[src/rtl/axil_window_bridge.sv]
// AXI4-Lite single-window bridge: forwards accesses inside [BASE, BASE+SIZE) with the
// address rebased to OFFSET and optional byte swap; answers everything else locally with DECERR.
module axil_window_bridge #(
  parameter int                    ADDR_WIDTH    = 32,
  parameter int                    DEST_WIDTH    = 32,
  parameter int                    DATA_WIDTH    = 32,
  parameter logic [ADDR_WIDTH-1:0] BASE          = '0,
  parameter logic [ADDR_WIDTH-1:0] SIZE          = ADDR_WIDTH'(32'h1000_0000),
  parameter logic [ADDR_WIDTH-1:0] OFFSET        = '0,
  parameter bit                    CHANGE_ENDIAN = 1'b0,
  localparam int                   STRB          = DATA_WIDTH / 8
) (
  input  logic                  clk,
  input  logic                  rst,
  input  logic [ADDR_WIDTH-1:0] s_araddr,
  input  logic [2:0]            s_arprot,
  input  logic                  s_arvalid,
  output logic                  s_arready,
  output logic [DATA_WIDTH-1:0] s_rdata,
  output logic [1:0]            s_rresp,
  output logic                  s_rvalid,
  input  logic                  s_rready,
  input  logic [ADDR_WIDTH-1:0] s_awaddr,
  input  logic [2:0]            s_awprot,
  input  logic                  s_awvalid,
  output logic                  s_awready,
  input  logic [DATA_WIDTH-1:0] s_wdata,
  input  logic [STRB-1:0]       s_wstrb,
  input  logic                  s_wvalid,
  output logic                  s_wready,
  output logic [1:0]            s_bresp,
  output logic                  s_bvalid,
  input  logic                  s_bready,
  output logic [DEST_WIDTH-1:0] m_araddr,
  output logic [2:0]            m_arprot,
  output logic                  m_arvalid,
  input  logic                  m_arready,
  input  logic [DATA_WIDTH-1:0] m_rdata,
  input  logic [1:0]            m_rresp,
  input  logic                  m_rvalid,
  output logic                  m_rready,
  output logic [DEST_WIDTH-1:0] m_awaddr,
  output logic [2:0]            m_awprot,
  output logic                  m_awvalid,
  input  logic                  m_awready,
  output logic [DATA_WIDTH-1:0] m_wdata,
  output logic [STRB-1:0]       m_wstrb,
  output logic                  m_wvalid,
  input  logic                  m_wready,
  input  logic [1:0]            m_bresp,
  input  logic                  m_bvalid,
  output logic                  m_bready,
  output logic [15:0]           err_count,
  output logic [3:0]            dbg_state
);

  // Handshakes: a transfer happens on a rising clk edge where valid && ready are both high;
  // a valid, once raised, holds its payload stable until that edge.

  typedef enum logic [1:0] {R_IDLE, R_ADDR, R_DATA, R_RESP} r_state_t;
  typedef enum logic [1:0] {W_IDLE, W_REQ, W_B, W_RESP} w_state_t;

  r_state_t r_state, r_state_d;
  w_state_t w_state, w_state_d;

  assign dbg_state = {r_state, w_state};

  function automatic logic in_window(input logic [ADDR_WIDTH-1:0] a);
    logic [ADDR_WIDTH-1:0] rel;
    rel = a - BASE;
    return (a >= BASE) && (rel < SIZE);
  endfunction

  function automatic logic [DEST_WIDTH-1:0] translate(input logic [ADDR_WIDTH-1:0] a);
    logic [ADDR_WIDTH-1:0] t;
    t = a - BASE + OFFSET;
    return DEST_WIDTH'(t);
  endfunction

  function automatic logic [DATA_WIDTH-1:0] swap_data(input logic [DATA_WIDTH-1:0] d);
    logic [DATA_WIDTH-1:0] o;
    o = d;
    if (CHANGE_ENDIAN)
      for (int i = 0; i < STRB; i++) o[8*i +: 8] = d[8*(STRB-1-i) +: 8];
    return o;
  endfunction

  function automatic logic [STRB-1:0] swap_strb(input logic [STRB-1:0] s);
    logic [STRB-1:0] o;
    o = s;
    if (CHANGE_ENDIAN)
      for (int i = 0; i < STRB; i++) o[i] = s[STRB-1-i];
    return o;
  endfunction

  // ---------------- read channel ----------------
  logic                  s_arready_d, m_arvalid_d, m_rready_d, s_rvalid_d, rd_err;
  logic [DEST_WIDTH-1:0] m_araddr_d;
  logic [2:0]            m_arprot_d;
  logic [DATA_WIDTH-1:0] s_rdata_d;
  logic [1:0]            s_rresp_d;

  always_comb begin
    r_state_d   = r_state;
    s_arready_d = s_arready;
    m_arvalid_d = m_arvalid;
    m_araddr_d  = m_araddr;
    m_arprot_d  = m_arprot;
    m_rready_d  = m_rready;
    s_rvalid_d  = s_rvalid;
    s_rdata_d   = s_rdata;
    s_rresp_d   = s_rresp;
    rd_err      = 1'b0;
    case (r_state)
      R_IDLE: if (s_arvalid && s_arready) begin
        s_arready_d = 1'b0;
        if (in_window(s_araddr)) begin
          r_state_d   = R_ADDR;
          m_arvalid_d = 1'b1;
          m_araddr_d  = translate(s_araddr);
          m_arprot_d  = s_arprot;
        end else begin
          r_state_d  = R_RESP;
          s_rvalid_d = 1'b1;
          s_rdata_d  = '0;
          s_rresp_d  = 2'b11;
          rd_err     = 1'b1;
        end
      end
      R_ADDR: if (m_arready) begin
        r_state_d   = R_DATA;
        m_arvalid_d = 1'b0;
        m_rready_d  = 1'b1;
      end
      R_DATA: if (m_rvalid) begin
        r_state_d  = R_RESP;
        m_rready_d = 1'b0;
        s_rvalid_d = 1'b1;
        s_rdata_d  = swap_data(m_rdata);
        s_rresp_d  = m_rresp;
      end
      R_RESP: if (s_rready) begin
        r_state_d   = R_IDLE;
        s_rvalid_d  = 1'b0;
        s_arready_d = 1'b1;
      end
      default: r_state_d = R_IDLE;
    endcase
  end

  always_ff @(posedge clk or posedge rst) begin
    if (rst) begin
      r_state   <= R_IDLE;
      s_arready <= 1'b1;
      m_arvalid <= 1'b0;
      m_araddr  <= '0;
      m_arprot  <= '0;
      m_rready  <= 1'b0;
      s_rvalid  <= 1'b0;
      s_rdata   <= '0;
      s_rresp   <= '0;
    end else begin
      r_state   <= r_state_d;
      s_arready <= s_arready_d;
      m_arvalid <= m_arvalid_d;
      m_araddr  <= m_araddr_d;
      m_arprot  <= m_arprot_d;
      m_rready  <= m_rready_d;
      s_rvalid  <= s_rvalid_d;
      s_rdata   <= s_rdata_d;
      s_rresp   <= s_rresp_d;
    end
  end

  // ---------------- write channel ----------------
  logic                  aw_held, aw_held_d, w_held, w_held_d;
  logic [ADDR_WIDTH-1:0] aw_addr_q, aw_addr_d, aw_addr_eff;
  logic [2:0]            aw_prot_q, aw_prot_d, aw_prot_eff;
  logic [DATA_WIDTH-1:0] w_data_q, w_data_d, w_data_eff;
  logic [STRB-1:0]       w_strb_q, w_strb_d, w_strb_eff;
  logic                  aw_hs, w_hs;
  logic                  s_awready_d, s_wready_d, m_awvalid_d, m_wvalid_d, m_bready_d, s_bvalid_d, wr_err;
  logic [DEST_WIDTH-1:0] m_awaddr_d;
  logic [2:0]            m_awprot_d;
  logic [DATA_WIDTH-1:0] m_wdata_d;
  logic [STRB-1:0]       m_wstrb_d;
  logic [1:0]            s_bresp_d;

  assign aw_hs       = s_awvalid && s_awready;
  assign w_hs        = s_wvalid && s_wready;
  // The half arriving this cycle is used directly so forwarding starts without an extra bubble.
  assign aw_addr_eff = aw_held ? aw_addr_q : s_awaddr;
  assign aw_prot_eff = aw_held ? aw_prot_q : s_awprot;
  assign w_data_eff  = w_held ? w_data_q : s_wdata;
  assign w_strb_eff  = w_held ? w_strb_q : s_wstrb;

  always_comb begin
    w_state_d   = w_state;
    aw_held_d   = aw_held;
    w_held_d    = w_held;
    aw_addr_d   = aw_addr_q;
    aw_prot_d   = aw_prot_q;
    w_data_d    = w_data_q;
    w_strb_d    = w_strb_q;
    s_awready_d = s_awready;
    s_wready_d  = s_wready;
    m_awvalid_d = m_awvalid;
    m_awaddr_d  = m_awaddr;
    m_awprot_d  = m_awprot;
    m_wvalid_d  = m_wvalid;
    m_wdata_d   = m_wdata;
    m_wstrb_d   = m_wstrb;
    m_bready_d  = m_bready;
    s_bvalid_d  = s_bvalid;
    s_bresp_d   = s_bresp;
    wr_err      = 1'b0;
    case (w_state)
      W_IDLE: begin
        if (aw_hs) begin
          aw_held_d   = 1'b1;
          s_awready_d = 1'b0;
          aw_addr_d   = s_awaddr;
          aw_prot_d   = s_awprot;
        end
        if (w_hs) begin
          w_held_d   = 1'b1;
          s_wready_d = 1'b0;
          w_data_d   = s_wdata;
          w_strb_d   = s_wstrb;
        end
        if ((aw_held || aw_hs) && (w_held || w_hs)) begin
          aw_held_d = 1'b0;
          w_held_d  = 1'b0;
          if (in_window(aw_addr_eff)) begin
            w_state_d   = W_REQ;
            m_awvalid_d = 1'b1;
            m_awaddr_d  = translate(aw_addr_eff);
            m_awprot_d  = aw_prot_eff;
            m_wvalid_d  = 1'b1;
            m_wdata_d   = swap_data(w_data_eff);
            m_wstrb_d   = swap_strb(w_strb_eff);
          end else begin
            w_state_d  = W_RESP;
            s_bvalid_d = 1'b1;
            s_bresp_d  = 2'b11;
            wr_err     = 1'b1;
          end
        end
      end
      W_REQ: begin
        if (m_awready) m_awvalid_d = 1'b0;
        if (m_wready) m_wvalid_d = 1'b0;
        if ((!m_awvalid || m_awready) && (!m_wvalid || m_wready)) begin
          w_state_d  = W_B;
          m_bready_d = 1'b1;
        end
      end
      W_B: if (m_bvalid) begin
        w_state_d  = W_RESP;
        m_bready_d = 1'b0;
        s_bvalid_d = 1'b1;
        s_bresp_d  = m_bresp;
      end
      W_RESP: if (s_bready) begin
        w_state_d   = W_IDLE;
        s_bvalid_d  = 1'b0;
        s_awready_d = 1'b1;
        s_wready_d  = 1'b1;
      end
      default: w_state_d = W_IDLE;
    endcase
  end

  always_ff @(posedge clk or posedge rst) begin
    if (rst) begin
      w_state   <= W_IDLE;
      aw_held   <= 1'b0;
      w_held    <= 1'b0;
      aw_addr_q <= '0;
      aw_prot_q <= '0;
      w_data_q  <= '0;
      w_strb_q  <= '0;
      s_awready <= 1'b1;
      s_wready  <= 1'b1;
      m_awvalid <= 1'b0;
      m_awaddr  <= '0;
      m_awprot  <= '0;
      m_wvalid  <= 1'b0;
      m_wdata   <= '0;
      m_wstrb   <= '0;
      m_bready  <= 1'b0;
      s_bvalid  <= 1'b0;
      s_bresp   <= '0;
    end else begin
      w_state   <= w_state_d;
      aw_held   <= aw_held_d;
      w_held    <= w_held_d;
      aw_addr_q <= aw_addr_d;
      aw_prot_q <= aw_prot_d;
      w_data_q  <= w_data_d;
      w_strb_q  <= w_strb_d;
      s_awready <= s_awready_d;
      s_wready  <= s_wready_d;
      m_awvalid <= m_awvalid_d;
      m_awaddr  <= m_awaddr_d;
      m_awprot  <= m_awprot_d;
      m_wvalid  <= m_wvalid_d;
      m_wdata   <= m_wdata_d;
      m_wstrb   <= m_wstrb_d;
      m_bready  <= m_bready_d;
      s_bvalid  <= s_bvalid_d;
      s_bresp   <= s_bresp_d;
    end
  end

  // ---------------- DECERR counter (saturating) ----------------
  logic [16:0] err_sum;
  assign err_sum = {1'b0, err_count} + 17'(rd_err) + 17'(wr_err);

  always_ff @(posedge clk or posedge rst) begin
    if (rst) err_count <= '0;
    else     err_count <= err_sum[16] ? 16'hFFFF : err_sum[15:0];
  end

endmodule

[config.mk]
export PLATFORM = sky130hd
export DESIGN_NAME = axil_window_bridge
export DESIGN_NICKNAME = d
export VERILOG_FILES = /design/src/rtl/axil_window_bridge.sv
export SDC_FILE = /design/constraint.sdc
export NUM_CORES = 1
export LEC_CHECK = 0
export BUFFER_PORTS_ARGS = -buffer_cell sky130_fd_sc_hd__buf_2
export CORE_ASPECT_RATIO = 1.1
export CORE_MARGIN = 4
export CORE_UTILIZATION = 45
export CTS_BUF_LIST = sky130_fd_sc_hd__clkbuf_4
export CTS_CLUSTER_SIZE = 20
export DETAILED_ROUTE_END_ITERATION = 7
export HOLD_SLACK_MARGIN = 0.15
export PLACE_DENSITY = 0.71
export RECOVER_POWER = 25
export SLEW_MARGIN = 20
export SYNTH_ARGS = -nofsm -noshare
export SYNTH_HDL_FRONTEND = slang
export SYNTH_SLANG_ARGS = --single-unit
[constraint.sdc]
create_clock -name clk -period 8.1 [get_ports clk]
set_input_delay 1.62 -clock clk [delete_from_list [all_inputs] [get_ports clk]]
set_output_delay 1.62 -clock clk [all_outputs]
set_load 0.05 [all_outputs]
Word level (Yosys, flattened, before mapping)
Index checks and enable logic that the tools add are counted. W data, S select, Z words.

Bits in registers: 245. Output and inout bits: 172. Word-level logic and storage cells: 176.

Add/sub/neg operators: 2. $lt $le $gt $ge: 4. Equal/unequal tests: 22. Multiplexer cells: 73. Reduce and logical (&&, ||, !) cells: 47.

Operators by type and width (number): $mux W32 (5); $ge A32 B1 Y1 const B (2); $lt A32 B29 Y1 const B (2); $pmux W32 S2 (1); $mux W1 (34); $mux W2 (16); $ne A2 B2 Y1 const B (16); $reduce_and A4 Y1 (7); $reduce_and A3 Y1 (7); $reduce_bool A2 Y1 (10); $add A16 B1 Y17 (1); $add A17 B1 Y17 (1); $mux W16 (1); $pmux W1 S2 (8); $pmux W2 S4 (2); $reduce_and A5 Y1 (2); $eq A2 B2 Y1 const B (4); $pmux W2 S2 (2); $reduce_and A2 Y1 (4); $logic_and A1 B1 Y1 (7); $pmux W1 S3 (2); $reduce_bool A3 Y1 (2); $eq A2 B1 Y1 const B (2); $logic_not A2 Y1 (2); other kinds (4) (8).

Longest topological paths before layout
Gate-level depths: netlist of the first run.

Depth after elaboration: 8. Gate-level depth with buffers: 13. Depth with buffers taken out: 10.

Worst setup path before layout of the first run
No wires, ideal clock.

Path kind: input -> register. From: in s_awaddr[29]. To: reg err_count[14]. Data arrival time: 3.646 ns. Slack: 4.330 ns. Cell stages on the path: 10. Cell sequence: nor3_2 -> a22oi_4 -> nand3_1 -> fa_1 -> inv_1 -> ha_1 -> nand2_1 -> nor4_4 -> nand4_1 -> mux2_2.

Word-level cells in the longest chain between the ends: 8. Elaborated cells on any way between the ends: 9. Those cells by class: add/sub: 1; order compare: 2; mux: 5; reduce/logical: 1.

Ends and longest elaborated chain: start, declared (RTL line 23) `input logic [ADDR_WIDTH-1:0] s_awaddr,`; $mux W32 (*) (RTL line 192) `assign aw_addr_eff = aw_held ? aw_addr_q : s_awaddr;`; $ge A32 B1 Y1 or $lt A32 B29 Y1 (tied branches) (RTL line 71) `return (a >= BASE) && (rel < SIZE);`; $logic_and A1 B1 Y1 (*) (RTL line 71); $mux W1 (*) (RTL line 234) `if (in_window(aw_addr_eff)) begin`; $mux W1 (*) (RTL line 231) `if ((aw_held || aw_hs) && (w_held || w_hs)) begin`; $mux W1 (*) (RTL line 217) `case (w_state)`; $add A17 B1 Y17 (*) (RTL line 318) `assign err_sum = {1'b0, err_count} + 17'(rd_err) + 17'(wr_err);`; $mux W16 (*) (RTL line 322) `else err_count <= err_sum[16] ? 16'hFFFF : err_sum[15:0];`; end signal, assigned (RTL line 322); end, declared (RTL line 53) `output logic [15:0] err_count,`.

Every way passes the cells marked *; elsewhere a longest branch is shown, timed or not. A chain may end at the register's enable or synchronous reset.

==> flow_summary.yaml, run 1 <==
placement:
  dp_cells: 1345
  dp_hpwl_um: 18800
  placed_cell_area_um2: 12700
  port_buffers: 325
  finalWeightedCongestion: 0.812
synth:
  synth_area_leaders: "dfrtp_1, mux2_2, mux2_4"
  synth_top_family_by_area: "multiplexers"
  synth_xor_area_share_pct: 0.725
  synth-seq-area-share_pct: 56.4
  synth_top_area_share_pct: 55.7
  ys_seq_elements: 245
  synth_cell_types: 51
  synthesis.area_um2: 10900
  synthFlopType: "dfrtp_1"
  synth_simple_gate_area_share_pct: 5.20
  synth_largest_area_cell: "dfrtp_1"
  synthAdderAreaFrac_pct: 1.34
  async_flop_share_pct: 100
  postSynthNetCount: 908
  synth_area_per_cell_um2: 14.6
  yosys_warnings: 0
  synth_edf_count: 0
  synthMuxAreaShare_pct: 27.7
  synth_cells: 743
  synth_compound_area_share_pct: 5.64
critical_path:
  critPathArrivalTime_ns: 5.02
  crit_fanout: 130
  criticalPathCategory: "input pin to asynchronous set/reset pin"
  crit_path_start_kind: "input pin"
  end_kind: "asynchronous set/reset pin"
  required_ns: 8.08
clocking:
  holdBufCountCts: 0
  clockBufferDepth: 3
  root_buffer: "clkbuf_4"
  clk_latency_ns: 0.62
  clock_sinks: 245
  post-cts-setup-buffers: 0
  cts_max_level: 3
  ctsResizeCount: 0
  cts_buffers: 67
  cts_tree: "done"
  cts.reportedPaths.clkPinSlew_ns: 0.07
die:
  start_util_pct: 45.9
  fp.dieW_um: 156
  core_area_um2: 23700
  row_count: 59
  die_area_um2: 26700
  io_pins: 326
  dieHeight_um: 171
detailed_routing:
  wire_per_inst_um: 18.1
  ant_nets: 0
  drc_errors: 0
  viasPerCell: 4.98
  dr_total_vias: 7309
  drt_iter0_drc: 190
  first_pass_iters: 4
  drt-total-wl_um: 26600
global_route:
  grt_max_degree: 131
  antenna_found_initial: 2
  grt_first_pass_wirelength_um: 41800
  grt_pass1_vias: 7971
  overflow: 0
  grt_use_total_pct: 19.6
final_layout:
  layout-drive-gt1-share_pct: 59.4
  final_area_um2: 13600
  final_util_pct: 57.3
  final_cells: 1467
  nNetsFinal: 1274
  area_growth_pct: 25.0
min_path:
  min_path_type: "flop to flop"
power:
  leakage_uw: 0.00720
  p_int_uw: 3240
  p_sw_uw: 2420
  p_per_area_nw_per_um2: 417
  irDropWorstVdd_mv: 0.305
  p_seq_share_pct: 35.0
  combinationalPowerShare_pct: 44.1
  clkPwrFrac_pct: 20.9
  netSwitchingFraction_pct: 42.8
timing:
  fin_tns_setup_ns: 0
  hold_violations: 0
  fmax_mhz: 198
  rsz0062_at_grt: "false"
  clock_skew_ns: 0.0446
  setup_viol: 0
  worst_pin_slew_ns: 3.20
  finalMaxSlewViolations: 208
  fin_crit_ns: 5.04
  maxSlewHeadroom_pct: -113
  fin_crit_sh_pct: 62.2
run_status:
  run_status: "finished, violations left"
  failed_checks: "capacitance limit, slew limit"
job:
  cap_violations: 3
==> flip-flops by register name, summed over array words and instances (netlist names), 4 cells and up <==
signal and flops:
m_araddr 32, err_count 16, w_data_q 32, m_wdata 32, s_rdata 32, m_wstrb 4
aw_addr_q 32, w_strb_q 4, m_awaddr 32
==> per-stage QoR <==
stage	setup slack [ns]	hold WS [ns]	power, µW
floorplan	3.26	0.474	3910
global placement	3.70	0.464	4470
detailed placement	3.58	0.469	4530
CTS	4.19	0.492	5750
global route	2.25	0.513	6000
finish	3.06	0.490	5660
==> worst max-delay path: stages <==
cell and delay [ns]:
buf_2 0.10, clkinvlp_2 0.81, clkbuf_2 2.35
==> power by group through the flow <==
stage               logic, µW  clock network, µW  registers [µW]
detailed placement       2530                  0            1990
global placement         2490                  0            1980
global route             2650               1310            2040
CTS                      2530               1240            1980
floorplan                 983                  0            2930
finish                   2500               1180            1980
==> cells in the mapped netlist, types with 2 or more instances <==
cell type / n
a221oi_1: 2
a22oi_1: 2
mux2i_1: 7
a21o_1: 4
nand2_1: 25
nor3_2: 2
nor3_1: 3
a31oi_1: 5
xnor2_1: 7
mux2_1: 2
buf_6: 13
nand2b_1: 5
a21oi_1: 15
dfrtp_1: 242
a22o_1: 34
nor4_4: 2
buf_2: 14
and3_1: 3
o21ai_0: 9
dfstp_2: 3
nand4_1: 5
clkbuf_1: 7
mux2_2: 171
ha_1: 10
nor2_1: 18
nor2b_1: 11
a21boi_0: 2
nand3b_1: 2
nand3_1: 8
xor2_1: 2
inv_1: 18
and2_1: 6
mux2_4: 66
==> cell families (layout without fill, tap and decap cells) <==
| kind of cell | Yosys count | after routing |
|---|---|---|
| adder cells (fa/ha/maj) | 11 | 11 |
| AND/OR/NAND/NOR | 97 | 97 |
| other | 0 | 2 |
| multiplexers | 246 | 246 |
| buffers and inverters | 54 | 471 |
| AO/OA/AOI/OAI | 81 | 81 |
| XOR/XNOR | 9 | 9 |
| flip-flops | 245 | 245 |
==> final cells by class <==
cell class / count / area (µm²)
Antenna cell: 2 / 5.00
Clock buffer: 103 / 773
Timing Repair Buffer: 333 / 1680
Multi-Input combinational cell: 444 / 4400
Tap cell: 305 / 382
Sequential cell: 245 / 6130
Fill cell: 1988 / 10100
Clock inverter: 17 / 144
Inverter: 18 / 68.8
==> layer usage <==
layer	global-route usage, %	share of wire, %	vias to the layer above
li1	-	-	3430
met1	23.6	40	3559
met2	32.1	48	286
met3	8.85	10	34
met4	5.55	1.7	0
met5	0	0	-
==> placed cells by master (no fill, tap or decap), drive strengths merged, types with 2 or more instances in the layout <==
cell and instances:
nand2 25, nand2b 5, a21oi 16, a221oi 2, clkbuf 107, a31oi 5, buf 329, dfrtp 242
a21boi 3, xnor2 7, and2 6, a22o 34, o21ai 9, nor2 18, a21o 4, bufinv 3
clkinv 13, nand3 8, mux2 239, nor4 4, and3 3, diode 2, mux2i 7, a22oi 3
inv 18, nor2b 12, nor3 5, nand4 6, xor2 2, nand3b 2, dfstp 3, ha 10
==> final timing paths <==
path | startpoint | to | slack, ns | depth (start not counted)
min in group asynchronous | rst | m_araddr[0] | 1.29 | 2
min reg2reg | m_araddr[31] | m_araddr[31] | 0.49 | 1
max reg2reg | aw_held | err_count[10] | 3.30 | 10
max in group clk | aw_held | err_count[10] | 3.30 | 10
min | m_araddr[31] | m_araddr[31] | 0.49 | 1
max | rst | m_wdata[26] | 3.06 | 3
(Power assumes the default switching activity.)
==> run 2, diff against run 1 <==
Settings changed: ABC_AREA set to 1.
Clock period 8.1 ns to 4.4 ns, I/O delays scaled along.
==> run 2 against run 1 <==
  * The flow still finishes with violations (capacitance limit, slew limit)
  * Critical endpoint is now m_awaddr[23]
  * Non-clock buffer count is 2 higher
  * Count of clock-buffer cells in the layout is 23 lower
  * Synthesized area is 1.1% lower
==> flow_summary.yaml, run 2 <==
synth:
  ys_top_cells_by_count: "nand2_1, dfrtp_1, o21ai_0, inv_1, nand3_1"
  synth_area_leaders: "dfrtp_1, nand2_1, o21ai_0"
  postSynthNetCount: 1477
  ys_seq_elements: 245
  synth_largest_area_cell: "dfrtp_1"
  synth_area_per_cell_um2: 8.20
  synthFlopType: "dfrtp_1"
  synth_compound_area_share_pct: 7.54
  synth_simple_gate_area_share_pct: 26.2
  synthesis.area_um2: 10800
  synth-seq-area-share_pct: 57.1
  synth_cells: 1312
  synth_xor_area_share_pct: 0.326
  synth.most_common_cell: "nand2_1"
  synth_top_family_by_area: "simple AND/OR/NAND/NOR gates"
  async_flop_share_pct: 100
  yosys_warnings: 0
  synth_edf_count: 0
  synth_cell_types: 34
  synth_top_area_share_pct: 56.3
  synthAdderAreaFrac_pct: 1.35
  synthMuxAreaShare_pct: 0
final_layout:
  fillerInstances: 2239
  final_cell_mix: "nand2_1, buf_2, dfrtp_1, o21ai_0, inv_1"
  nNetsFinal: 1814
  layout-drive-gt1-share_pct: 26.8
  area_growth_pct: 23.7
  final_util_pct: 56.3
  seqCellArea_um2: 6140
  multi_input_area_um2: 3800
  mostFrequentLayoutCell: "nand2_1"
  final_area_um2: 13300
detailed_routing:
  ant_nets: 0
  first_pass_iters: 5
  drc_errors: 0
  dr_total_vias: 9486
  viasPerCell: 4.74
  wire_per_inst_um: 14.1
  drt_iter0_drc: 589
  drt-total-wl_um: 28300
critical_path:
  cp_slowest_cell: "clkbuf_2"
  critPathArrivalTime_ns: 3.50
  crit_path_start_kind: "input pin"
  crit_chain: "buf_2 -> clkinvlp_2 -> clkbuf_2"
  end_kind: "asynchronous set/reset pin"
  crit_fanout: 79
  required_ns: 4.80
  criticalPathCategory: "input pin to asynchronous set/reset pin"
  cp_slowest_stage_delay_ns: 1.50
power:
  netSwitchingFraction_pct: 47.7
  combinationalPowerShare_pct: 44.5
  clkPwrFrac_pct: 19.7
  leakage_uw: 0.00736
  p_per_area_nw_per_um2: 738
  p_int_uw: 5130
  irDropWorstVdd_mv: 0.399
  p_sw_uw: 4680
  p_seq_share_pct: 35.8
global_route:
  overflow: 0
  antenna_found_initial: 6
  grt_max_degree: 80
  grt_first_pass_wirelength_um: 45700
  grt_pass1_vias: 9355
  grt_use_total_pct: 21.0
timing:
  worst_pin_slew_ns: 1.85
  rsz0062_at_grt: "false"
  clock_skew_ns: 0.0260
  fmax_mhz: 323
  setup_viol: 0
  fin_tns_setup_ns: 0
  maxSlewHeadroom_pct: -23.6
  hold_violations: 0
  fin_crit_sh_pct: 70.4
  fin_crit_ns: 3.10
  finalMaxSlewViolations: 117
clocking:
  clk_latency_ns: 0.66
  clock_sinks: 245
  cts_max_level: 2
  holdBufCountCts: 0
  cts_tree: "done"
  cts.reportedPaths.clkPinSlew_ns: 0.07
  clockBufferDepth: 3
  cts_buffers: 60
  post-cts-setup-buffers: 0
  ctsResizeCount: 0
  root_buffer: "clkbuf_4"
placement:
  port_buffers: 325
  finalWeightedCongestion: 0.846
  dp_hpwl_um: 19700
  placed_cell_area_um2: 12500
die:
  dieHeight_um: 170
  fp.dieW_um: 155
  row_count: 59
  start_util_pct: 45.5
  io_pins: 326
  die_area_um2: 26400
  core_area_um2: 23600
job:
  cap_violations: 2
min_path:
  min_path_type: "input pin to flop"
run_status:
  failed_checks: "capacitance limit, slew limit"
  run_status: "finished, violations left"
[run 2: through the flow]
stage                     worst slack [ns]  instances  total power (µW)  hold WS (ns)
after global placement                1.29       1892              7850         0.450
final                                 1.30       2003              9810         0.416
after floorplan                      0.305       1312              6860         0.443
after detailed placement              1.21       1892              7940         0.455
after global routing                 0.741       2003             10500         0.358
after CTS                             1.46       2000              9930         0.342
[run 2: metal layers]
metal / GRT usage [%] / share of wire (%) / routed length (µm)
met3: 6.79 / 8.8 / 2490
met4: 6.28 / 1.9 / 542
met5: 0 / 0.095 / 27
met1: 26.4 / 43 / 12100
met2: 34.7 / 47 / 13200
[run 2: logic make-up after synthesis]
| logic type | count (synthesis) |
|---|---|
| fa+ha+maj | 11 |
| compound gates | 161 |
| xor+xnor | 4 |
| flops | 245 |
| simple gates | 706 |
| buf+inv | 185 |
[run 2: final timing paths]
check	from	end	slack (ns)	depth (start not counted)
min reg2reg	s_rdata[26]	s_rdata[26]	0.47	2
min	s_araddr[17]	m_araddr[17]	0.42	3
max reg2reg	w_state[0]	err_count[13]	1.49	14
max in group clk	w_state[0]	err_count[13]	1.49	14
max	rst	m_awaddr[23]	1.30	3
min in group asynchronous	rst	m_wdata[13]	0.63	2
[run 2: critical path, delay by kind of cell]
kind,cells,cell delay (ns)
buffers and inverters,3,2.56
[run 2: power groups by stage]
| stage | Sequential, µW | Combinational [µW] | Clock, µW |
|---|---|---|---|
| global placement | 3510 | 4340 | 0 |
| finish | 3510 | 4360 | 1940 |
| global route | 3620 | 4770 | 2130 |
| floorplan | 5290 | 1560 | 0 |
| detailed placement | 3530 | 4410 | 0 |
| CTS | 3510 | 4410 | 2010 |
[run 2: cell type report]
type                    instances  share of cell area, %
diodes                          3                 0.0564
well taps                     305                   2.87
clock buffers                  80                   4.52
clock inverters                28                   1.44
repair buffers                335                   12.8
flip-flops and latches        245                   46.1
inverters                     125                   3.56
multi-input cells             882                   28.6
==> run 3, diff against run 2 <==
Clock period 4.4 ns to 2.8 ns, I/O delays scaled along.
==> run 3 against run 2 <==
  * The flow still finishes with violations (capacitance limit, slew limit)
  * Register-to-register slack lost 1.3 ns
  * Non-clock buffer count rose by 130
  * Hold slack lost 0.20 ns
  * Global-route usage increased by 2.5 points
  * Clock power up 75%
  * Core utilization rose by 5.9 points
  * Sequential power rose by 58%
  * Sequential share of layout area decreased by 4.4 points
  * Cell count up 6.8%
  * Sequential cell count unchanged
  * Clock skew is 0.026 ns higher
  * Via count grew 9.2%
  * Critical path type is now flop to flop
==> flow_summary.yaml, run 3 (synthesized netlist as in run 2, its figures left out) <==
run_status:
  run_status: "finished, violations left"
  failed_checks: "capacitance limit, slew limit"
power:
  p_sw_uw: 7500
  irDropWorstVdd_mv: 0.685
  clkPwrFrac_pct: 21.2
  p_seq_share_pct: 34.5
  p_per_area_nw_per_um2: 1090
  p_int_uw: 8540
  netSwitchingFraction_pct: 46.8
  combinationalPowerShare_pct: 44.4
  leakage_uw: 0.00800
detailed_routing:
  drt_iter0_drc: 630
  drt-total-wl_um: 31300
  first_pass_iters: 7
  viasPerCell: 4.84
  drc_errors: 0
  wire_per_inst_um: 14.7
  dr_total_vias: 10400
  ant_nets: 0
final_layout:
  final_util_pct: 62.2
  fillerInstances: 2059
  mostFrequentLayoutCell: "nand2_1"
  layout-drive-gt1-share_pct: 26.1
  final_cell_mix: "nand2_1, buf_2, dfrtp_1, dlygate4sd3_1, o21ai_0"
  area_growth_pct: 36.7
  nNetsFinal: 1952
placement:
  finalWeightedCongestion: 0.864
  port_buffers: 325
  dp_hpwl_um: 20200
global_route:
  use_met1_pct: 28.3
  top_usage_layer: "met2"
  grt_use_total_pct: 23.4
  antenna_found_initial: 3
  grt_use_met2_pct: 38.7
  use_met3_pct: 7.99
  overflow: 0
  grt_pass1_vias: 10500
  grt_first_pass_wirelength_um: 50700
  grt_max_degree: 80
die:
  io_pins: 326
  dieHeight_um: 170
  die_area_um2: 26400
  row_count: 59
  fp.dieW_um: 155
  start_util_pct: 45.5
  core_area_um2: 23600
clocking:
  cts_max_level: 3
  post-cts-setup-buffers: 0
  clock_sinks: 245
  cts.reportedPaths.clkPinSlew_ns: 0.07
  cts_buffers: 67
  root_buffer: "clkbuf_4"
  clockBufferDepth: 3
  cts_tree: "done"
  clk_latency_ns: 0.64
critical_path:
  cp_slowest_stage_delay_ns: 0.55
  cp_slowest_cell: "dfstp_2"
  crit_fanout: 8
  critPathArrivalTime_ns: 3.13
  crit_chain: "nand2_1 -> nand2_1 -> nand2_1 -> nor2_2 -> nand3_1 -> fa_2 -> inv_1 -> ha_1 -> nand3_1 -> inv_1 -> nand2_1 -> inv_2 -> nand3b_4 -> nand3b_1"
  end_kind: "flop"
  rrSetupSlack_ns: 0.23
  crit_path_start_kind: "flop"
  criticalPathCategory: "flop to flop"
  cp_common_cell: "nand2_1"
  required_ns: 3.36
timing:
  fmax_mhz: 389
  whs_ns: 0.215
  fin_crit_ns: 2.57
  maxSlewHeadroom_pct: -7.33
  clock_skew_ns: 0.0521
  rsz0062_at_grt: "false"
  setup_viol: 0
  fin_crit_sh_pct: 91.9
  worst_pin_slew_ns: 1.61
  hold_violations: 0
  finalMaxSlewViolations: 127
job:
  cap_violations: 3
min_path:
  min_path_type: "input pin to flop"
[run 3: changes by cell type in the layout (fill, tap and decap cells not counted), moves of 2 or more]
| cell | change |
|---|---|
| dlygate4sd3_1 | +121 |
| clkbuf_4 | +17 |
| buf_4 | +8 |
| clkinv_2 | -7 |
| clkinv_1 | -6 |
| inv_2 | +2 |
| nand3b_4 | +2 |
[run 3: critical path, delay by kind of cell (launching register included)]
kind                       cells  cell delay [ns]
DFF                            1             0.55
buffers and inverters          3             0.33
and+or+nand+nor                9             1.04
adders and majority gates      2             0.58
[run 3: area by class of cell]
| type | instances | area, µm² | area share [%] |
|---|---|---|---|
| inverters | 125 | 472 | 3.21 |
| diodes | 3 | 7.51 | 0.0511 |
| repair buffers | 465 | 2970 | 20.2 |
| clock buffers | 96 | 721 | 4.90 |
| multi-input cells | 883 | 3850 | 26.2 |
| well taps | 305 | 382 | 2.60 |
| clock inverters | 17 | 169 | 1.15 |
| flip-flops and latches | 245 | 6140 | 41.7 |
[run 3: power groups by stage]
stage | sequential, µW | clock (µW) | combinational (µW)
floorplan | 8320 | 0 | 2460
global route | 5690 | 3700 | 7780
global placement | 5510 | 0 | 6870
detailed placement | 5550 | 0 | 6980
finish | 5530 | 3390 | 7120
CTS | 5520 | 3530 | 7120
[run 3: metal layers]
metal	vias to the layer above	part of all wire, %
met4	0	3.0
met1	4813	40
met2	424	48
li1	5047	-
met3	77	9.3
met5	-	0
[run 3: what timing repair did]
| item | CTS | global route |
|---|---|---|
| pin swaps | 0 | 0 |
| gates cloned | 0 | 1 |
| resized for setup | 1 | 5 |
| setup endpoints to repair | 1 | 16 |
| hold buffers | 121 | 0 |
| endpoints found under the hold margin | 171 | 0 |
[run 3: path summary, 6_finish.rpt]
path	from	endpoint	cells past startpoint
max	s_wready	err_count[15]	14
min	s_wdata[22]	w_data_q[22]	3
max reg2reg	s_wready	err_count[15]	14
min reg2reg	s_rdata[27]	s_rdata[27]	2
max in group asynchronous	rst	m_araddr[13]	4
min in group asynchronous	rst	m_wdata[19]	3
[run 3: stage by stage]
stage                     worst slack [ns]  std cells  setup TNS, ns  total power (µW)  instance area (µm²)
after floorplan                     -0.975       1312        -236.62             10800                10800
after global placement              0.0592       1901              0             12400                12600
after detailed placement           -0.0348       1901         -0.151             12500                12600
after CTS                            0.133       2135              0             16200                14700
after global routing               0.00867       2139              0             17200                14700
final                                0.226       2139              0             16000                14700
